### src/rtl/seq_alu.sv
// seq_alu: valid/ready handshaked ALU; single-cycle ops go IDLE->DONE.
// Define SEQ_ALU_MUL_EN to build the shift-add multiplier (opcode 101) and BUSY state.
module seq_alu #(
    parameter int WIDTH = 8
) (
    input  logic             clk_i,
    input  logic             rst_ni,
    input  logic             valid_i,
    output logic             ready_o,
    input  logic [WIDTH-1:0] a_i,
    input  logic [WIDTH-1:0] b_i,
    input  logic [2:0]       operation_i,
    output logic             valid_o,
    input  logic             ready_i,
    output logic [WIDTH-1:0] result_o,
    output logic             zero_o,
    output logic             carry_o,
    output logic             overflow_o
);

`ifdef SEQ_ALU_MUL_EN
    typedef enum logic [1:0] {S_IDLE, S_BUSY, S_DONE} state_t;
`else
    typedef enum logic [1:0] {S_IDLE, S_DONE} state_t;
`endif

    state_t           r_state;
    state_t           w_next;
    logic [WIDTH-1:0] r_result;
    logic             r_carry;
    logic             r_ovf;
    logic [WIDTH-1:0] w_res;
    logic             w_carry;
    logic             w_ovf;
    logic             w_accept;
    logic             w_load;
    logic [WIDTH:0]   w_sum;
    logic [WIDTH:0]   w_diff;

    assign w_accept = valid_i && (r_state == S_IDLE);
    assign w_sum    = {1'b0, a_i} + {1'b0, b_i};
    assign w_diff   = {1'b0, a_i} - {1'b0, b_i};

`ifdef SEQ_ALU_MUL_EN
    localparam int CW = (WIDTH > 1) ? $clog2(WIDTH) : 1;

    logic [CW-1:0]    r_cnt;
    logic [WIDTH-1:0] r_acc;
    logic [WIDTH-1:0] r_mcand;
    logic [WIDTH-1:0] r_mplier;
    logic [WIDTH-1:0] w_acc_next;
    logic             w_is_mul;
    logic             w_last;

    assign w_is_mul   = (operation_i == 3'b101);
    assign w_load     = w_accept && !w_is_mul;
    assign w_acc_next = r_acc + (r_mplier[0] ? r_mcand : '0);
    assign w_last     = (r_cnt == CW'(WIDTH - 1));

    // one multiplier bit per BUSY cycle; partial product kept mod 2^WIDTH
    always_ff @(posedge clk_i or negedge rst_ni) begin
        if (!rst_ni) begin
            r_cnt    <= '0;
            r_acc    <= '0;
            r_mcand  <= '0;
            r_mplier <= '0;
        end else if (w_accept && w_is_mul) begin
            r_cnt    <= '0;
            r_acc    <= '0;
            r_mcand  <= a_i;
            r_mplier <= b_i;
        end else if (r_state == S_BUSY) begin
            r_cnt    <= r_cnt + CW'(1);
            r_acc    <= w_acc_next;
            r_mcand  <= r_mcand << 1;
            r_mplier <= r_mplier >> 1;
        end
    end
`else
    assign w_load = w_accept;
`endif

    always_comb begin
        w_res   = '0;
        w_carry = 1'b0;
        w_ovf   = 1'b0;
        case (operation_i)
            3'b000: w_res = a_i & b_i;
            3'b001: w_res = a_i | b_i;
            3'b011: w_res = a_i ^ b_i;
            3'b010: begin
                w_res   = w_sum[WIDTH-1:0];
                w_carry = w_sum[WIDTH];
                w_ovf   = (a_i[WIDTH-1] == b_i[WIDTH-1]) &&
                          (w_sum[WIDTH-1] != a_i[WIDTH-1]);
            end
            3'b110: begin
                w_res   = w_diff[WIDTH-1:0];
                w_carry = w_diff[WIDTH];
                w_ovf   = (a_i[WIDTH-1] != b_i[WIDTH-1]) &&
                          (w_diff[WIDTH-1] != a_i[WIDTH-1]);
            end
            3'b111: w_res = {{(WIDTH-1){1'b0}}, (a_i < b_i)};
            3'b100: begin
                if (32'(b_i) < WIDTH) begin
                    w_res = a_i << b_i;
                end
            end
            default: w_res = '0;
        endcase
    end

    always_comb begin
        w_next = r_state;
        case (r_state)
            S_IDLE: begin
                if (valid_i) begin
`ifdef SEQ_ALU_MUL_EN
                    w_next = w_is_mul ? S_BUSY : S_DONE;
`else
                    w_next = S_DONE;
`endif
                end
            end
`ifdef SEQ_ALU_MUL_EN
            S_BUSY: begin
                if (w_last) begin
                    w_next = S_DONE;
                end
            end
`endif
            S_DONE: begin
                if (ready_i) begin
                    w_next = S_IDLE;
                end
            end
            default: w_next = S_IDLE;
        endcase
    end

    always_ff @(posedge clk_i or negedge rst_ni) begin
        if (!rst_ni) begin
            r_state <= S_IDLE;
        end else begin
            r_state <= w_next;
        end
    end

    always_ff @(posedge clk_i or negedge rst_ni) begin
        if (!rst_ni) begin
            r_result <= '0;
            r_carry  <= 1'b0;
            r_ovf    <= 1'b0;
        end else if (w_load) begin
            r_result <= w_res;
            r_carry  <= w_carry;
            r_ovf    <= w_ovf;
`ifdef SEQ_ALU_MUL_EN
        end else if ((r_state == S_BUSY) && w_last) begin
            r_result <= w_acc_next;
            r_carry  <= 1'b0;
            r_ovf    <= 1'b0;
`endif
        end
    end

    assign ready_o    = (r_state == S_IDLE);
    assign valid_o    = (r_state == S_DONE);
    assign result_o   = r_result;
    assign zero_o     = (r_result == '0);
    assign carry_o    = r_carry;
    assign overflow_o = r_ovf;

endmodule

### config.mk
export PLATFORM = sky130hd
export DESIGN_NAME = seq_alu
export DESIGN_NICKNAME = d
export VERILOG_FILES = /design/src/rtl/seq_alu.sv
export SDC_FILE = /design/constraint.sdc
export NUM_CORES = 1
export LEC_CHECK = 0
export CELL_PAD_IN_SITES_DETAIL_PLACEMENT = 0
export CELL_PAD_IN_SITES_GLOBAL_PLACEMENT = 1
export CORE_MARGIN = 5
export CORE_UTILIZATION = 35
export CTS_BUF_LIST = sky130_fd_sc_hd__clkbuf_8
export DETAILED_ROUTE_END_ITERATION = 12
export PLACE_DENSITY = 0.83
export SETUP_SLACK_MARGIN = 0.1
export SLEW_MARGIN = 20
export SYNTH_ARGS = -nofsm -noshare
export SYNTH_HDL_FRONTEND = slang
export SYNTH_SLANG_ARGS = --single-unit
### constraint.sdc
create_clock -name clk_i -period 1.6 [get_ports clk_i]
set_input_delay 0.24 -clock clk_i [delete_from_list [all_inputs] [get_ports clk_i]]
set_output_delay 0.24 -clock clk_i [all_outputs]
set_load 0.01 [all_outputs]
==> results.md, run 1 <==
- Critical path launch point type: primary input
- Number of DRC markers in iteration 0: 121
- Worst hold path type: primary input to asynchronous set/reset pin
- Number of global-route vias before repair: approximately 2,500
- Leak: 0.00171 uW
- Post-synthesis net count: 293
- Via count: 2,400
- Vias per cell: ~5.3
- Dominant synthesized flop cell: dfrtp_1
- WL/cell: 16.4 um
- Slew Viols, Final: 0
- Final hold viol count: 0
- Failing checks: setup timing
- Setup CP Type: primary input to register
- Clk buf depth: 2
- Core outline area: 0.00517 mm^2
- Count of input and output buffers: 35
- CP top delay family: adder cells
- Register-to-Register Setup Slack: 170 ps
- Clock slew at reported path FFs: 50 ps
- CTS tree: built
- Global-route wire length before repair: 11,600 um
- I/O Pins: 36
- Layout Skew: 5.10 ps
- Worst skew pair latency: between 200 and 250 ps
- CP bufs+invs: 3
- Slowest CP cell: fa_2
- Commonest non-fill, non-tap cells in the layout: 96 x buf_4, 23 x buf_6, 20 x nor2_1
- Syn Inst Count: 243
- Final wirelength: 7420 um
- Routability cong.: 0.931
- Non-Filler Instances: 451
- Nets: 432
- Initial cell density of the core: 36.4%
- Crit path DAT: between 1500 and 2000 ps
- H-tree depth: 1
- Overall routing resource usage: 19.8%
- Layout cell share with drive strength beyond 1: 55.4%
- Power per cell area: 528 mW/mm^2
- Critical path endpoint category: register
- Initial antenna violation count: 0
- Sequential area share after synthesis: 14.6%
- CP peak stage delay: about 350 ps
- #FFs+latches synth: 11
- Maximum vdd drop: 407 uV
- Std-Cell Rows: 26
- Number of max-cap violations: 0
- Placed insts: 432
- Fmax: 0.603 GHz
- P&R area growth vs syn: 96.5%
- Status: finished, violations left
- Crit-path cells: buf_12 -> inv_12 -> ha_4 -> inv_2 -> fa_2 -> nor2b_4 -> o21ai_2 -> a21oi_2 -> nor4b_2 -> a31oi_1 -> o211ai_1
- DIE AREA: 0.00695 mm^2
- CP max FO: 4
- Antenna cells: 0
- Yosys cell types: 52
- Setup violators final: 6
- Slew @ Worst Pin: between 400 and 500 ps
- Num CTS Buffers: 3
- Sinks on Clock Net: 11
- Post-route cell area: 0.00370 mm^2
- Post-route ant nets: 0
- Commonest non-fill, non-tap cell in the layout: buf_4
- CTS Root Cell: clkbuf_8
- Yosys warning total: 0
- Post-DP HPWL: 5370 um
- Placed Area: between 0.003 and 0.004 mm^2
- RSZ-0062 raised after global routing: yes
- Final worst path period need: 1660 ps
- DIE HEIGHT: roughly 83 um
- Die W: 83.4 um
- Synthesized cell area: 0.00188 mm^2
- Synth async-reset ratio: 100%
- Largest net degree at the start of global routing: 12
- Average size of a mapped cell: 7.75 um^2
- Final period util: 104%
- Remaining DRCs: 0
- Total grt overflow: 0
- Worst relative slew slack: 68.1%
- Setup WS post-layout: -59.3 ps
- Number of enable flip-flop cells after synthesis: 0
- First-pass DRT Iterations: 4
- Worst Path Required: 1730 ps
cell type report:
type / count / area [um^2]
Fill cell: 361 / 1470
Sequential cell: 11 / 275
Timing Repair Buffer: 146 / 1250
Tap cell: 70 / 87.6
Multi-Input combinational cell: 193 / 1910
Clock inverter: 1 / 3.75
Inverter: 27 / 124
Clock buffer: 3 / 41.3
worst reg2reg max path: stages, from the launching register on:
cell	delay, ps
dfrtp_1	390
inv_1	90
nand2_1	110
nor3_4	230
buf_4	160
nor4b_2	180
a31oi_1	60
o211ai_1	120
cells by family after synthesis:
kind of cell / synth area share (%)
and+or+nand+nor: 18.1
adders and majority gates: 18.7
AOI/OAI and AO/OA: 26.6
buffers and inverters: 8.77
muxes: 9.44
xor gates and xnor gates: 3.72
DFF: 14.6
sequential cells by signal, summed over array words and instances (netlist names):
name        flops
result_o        8
carry_o         1
overflow_o      1
r_state         1
synthesized netlist by cell type, types with 3 or more instances:
| cell | n | area (um^2) |
|---|---|---|
| nor2b_1 | 5 | 31.3 |
| o211ai_1 | 6 | 45.0 |
| o21bai_1 | 3 | 22.5 |
| nand3_1 | 3 | 15.0 |
| buf_2 | 6 | 30.0 |
| a21o_1 | 3 | 22.5 |
| nand2_1 | 17 | 63.8 |
| clkbuf_1 | 4 | 15.0 |
| a211oi_1 | 4 | 30.0 |
| a21oi_1 | 18 | 90.1 |
| mux2_4 | 3 | 45.0 |
| inv_1 | 26 | 97.6 |
| a31oi_1 | 4 | 25.0 |
| o21ai_0 | 14 | 70.1 |
| xnor2_1 | 7 | 61.3 |
| dfrtp_1 | 11 | 275 |
| nor2_1 | 22 | 82.6 |
| nand2b_1 | 3 | 18.8 |
| ha_1 | 25 | 313 |
| nor3_1 | 7 | 35.0 |
| mux2i_1 | 11 | 110 |
power breakdown:
part           total, uW  leakage (uW)  switching, uW  internal [uW]
logic               1330       0.00155            610            721
clock network        261     0.0000269           93.6            168
registers            362      0.000140           28.2            334
total               1950       0.00171            732           1220
worst paths after layout:
check / start / endpoint / depth (start not counted)
max: a_i[0] / result_o[6] / 11
min: rst_ni / r_state[0] / 1
max reg2reg: r_state[0] / result_o[6] / 7
min reg2reg: overflow_o / overflow_o / 1
max in group asynchronous: rst_ni / overflow_o / 1
min in group clk_i: overflow_o / overflow_o / 1
stage by stage:
stage	setup WS, ps	hold slack [ps]	utilization, %	TNS, ps	power (uW)
3_3_place_gp	-808	496	59.7	-7460	1440
6_report	-59.3	335	71.5	-174	1950
3_5_place_dp	-842	508	59.7	-7820	1460
4_1_cts	-239	355	66.2	-944	1840
2_1_floorplan	-72.9	-55.6	-	-243	868
5_1_grt	-127	383	71.5	-703	2080
per-layer routing:
layer,up-vias,global-route usage (%),share of wire (%)
li1,1147,-,-
met1,1138,23.8,40
met2,93,36.1,52
met3,22,2.77,5.8
met4,0,6.09,2.6
met5,-,0,0
repair_timing:
action                                  in CTS  in global routing
setup buffers                               11                  6
endpoints found under the setup margin      11                 12
pin swaps                                   31                 46
hold buffers                                 0                  0
resized for setup                          121                 65
No activity file was read; power rests on OpenSTA's default activity.
==> inputs of run 2 (changes only) <==
Settings changed: GPL_ROUTABILITY_DRIVEN set to 0.
==> results of run 2 <==
No change in the layout: final DEF, timing and power equal those of run 1.
==> RTL change (config.mk and constraints of run 1) <==
Put one more register stage on the output `overflow_o`, without a reset. The value now appears one clock later. The other outputs are not delayed to match.
--- a/src/rtl/seq_alu.sv
+++ b/src/rtl/seq_alu.sv
@@ -169,7 +169,9 @@
     assign result_o   = r_result;
     assign zero_o     = (r_result == '0);
     assign carry_o    = r_carry;
-    assign overflow_o = r_ovf;
+    always_ff @(posedge clk_i) begin
+        overflow_o <= r_ovf;
+    end
 
 endmodule
 
Check against the original RTL: not equivalent (Yosys sat finds a counterexample within 4 cycles, from zero or initial values and one cycle with rst_ni low).
==> RTL change against run 1 <==
The flow still finishes with violations (negative setup slack); power rose by 1.1%; setup slack got worse by 0.049 ns; sequential share of layout area rose by 0.50 points; core utilization fell by 8.0 points; final area rose by 0.51%; sequential cell count rose by 1; area after synthesis rose by 10%; wire length rose by 4.9%; combinational power fell by 5%; via count rose by 5.8%; critical path type unchanged; largest cell class unchanged.
==> RTL change: results (changes against run 1) <==
[global_routing]
grt_pass1_vias=2512  ; +1.5%
met1_usage=0.264  ; +0.0260
grt_pass1_wl_um=12100  ; +4.4%
grt_use_met3=0.0142  ; -0.0135

[detailed_routing]
via_per_inst=5.47  ; +2.8%
wl_per_cell_um=16.8  ; +2.0%
wirelength_um=7780  ; +4.9%
dr.first_iter.drc_count=215  ; +78%

[run_status]
violations=negative setup slack
status=finished, violations left

[logic_synthesis]
synth.yosys.seq_area_share=0.142  ; -0.00418
synthesis.nets=313  ; +6.8%
synth_cell_types=65  ; +25%
syn_area_per_cell_um2=7.91  ; +2.0%
synthMuxAreaShare=0.0921  ; -0.00229
yosys.area_share.xor_xnor=0.0211  ; -0.0162
yosys-top-cells-count=28 x inv_1, 25 x ha_1, 24 x nand2_1, 17 x nor2_1, 14 x a21oi_1
async_flop_share=0.917  ; -0.0833
synth_compound_area_frac=0.259  ; -0.00706
synthAdderAreaFrac=0.170  ; -0.0177

[power_and_ir_drop]
p_leak_uw=0.00177  ; +3.4%
ir_worst_vdd_uv=362  ; -11%

[sta]
setup_viol=6  ; unchanged
finalSetupTns_ns=-0.246  ; -0.0712 ns
final.setup_skew_ns=0.00241  ; -0.00270 ns
worst_slack_ns=-0.108  ; -0.0487 ns
max_slew_margin=0.664  ; -0.0171

[cells_and_area]
n_fill_cell=472  ; +31%
nets=440  ; +1.9%
drive_above_1_share=0.491  ; -0.0628

[placed_design]
dp_hpwl_um=5670  ; +5.6%
dp.cells=446  ; +3.2%
pre_cts_ws_ns=-0.853  ; -0.0106 ns
gp_congestion=0.956  ; +2.7%

[worst_setup_path]
worstPathArrival_ns=1.81  ; +0.02 ns
cp-startpoint=a_i[0]

[clock_tree]
ctsResizeCount=142  ; +17%

[RTL change: cell types whose count changed after synthesis, sizes merged, moves of 4 or more]
cell           run 1  this run
nand3              3         9
o211ai             6         1
a21oi             19        14
nand2             17        24
nand2b             3         7
xnor2              7         3
nor2              22        18
a31oi              4         0
[RTL change: kinds of logic (layout without fill, tap and decap cells)]
| group | after synthesis | in the layout |
|---|---|---|
| simple gates | 89 | 89 |
| compound gates | 75 | 75 |
| fa+ha+maj | 27 | 27 |
| flops | 12 | 12 |
| buf+inv | 42 | 168 |
| xor+xnor | 5 | 5 |
| mux | 13 | 13 |
[RTL change: worst max-delay path, delay by kind of cell]
family | cells | cell delay (ns)
compound gates | 4 | 0.75
fa+ha+maj | 2 | 0.47
buf+inv | 3 | 0.21
simple gates | 1 | 0.14
[RTL change: final cells by class]
type / count / area (um2) / share of cell area
clock buffer: 4 / 55.1 / 0.0148
tap: 75 / 93.8 / 0.0252
timing repair buffer: 136 / 1190 / 0.321
inverter: 28 / 130 / 0.0350
sequential: 12 / 295 / 0.0794
multi-input combinational: 209 / 1950 / 0.524
[RTL change: report_power, final]
part	switching [uW]	leakage, uW	total, uW	internal [uW]
Sequential	29.1	0.000151	387	358
Clock	105	0.0000288	322	217
Combinational	581	0.00159	1270	686
Total	715	0.00177	1980	1260
[RTL change: layer usage]
| metal | vias up | part of all wire |
|---|---|---|
| li1 | 1216 | - |
| met1 | 1222 | 0.41 |
| met2 | 80 | 0.50 |
| met3 | 21 | 0.060 |
| met4 | 0 | 0.029 |
| met5 | - | 0 |
[RTL change: path summary, 6_finish.rpt]
path,to,slack [ns]
hold reg to reg,overflow_o,0.37
min in group clk_i,overflow_o,0.37
setup reg to reg,result_o[5],0.28
setup / recovery,result_o[6],-0.11
hold / removal,result_o[3],0.34
max in group asynchronous,r_ovf,0.92
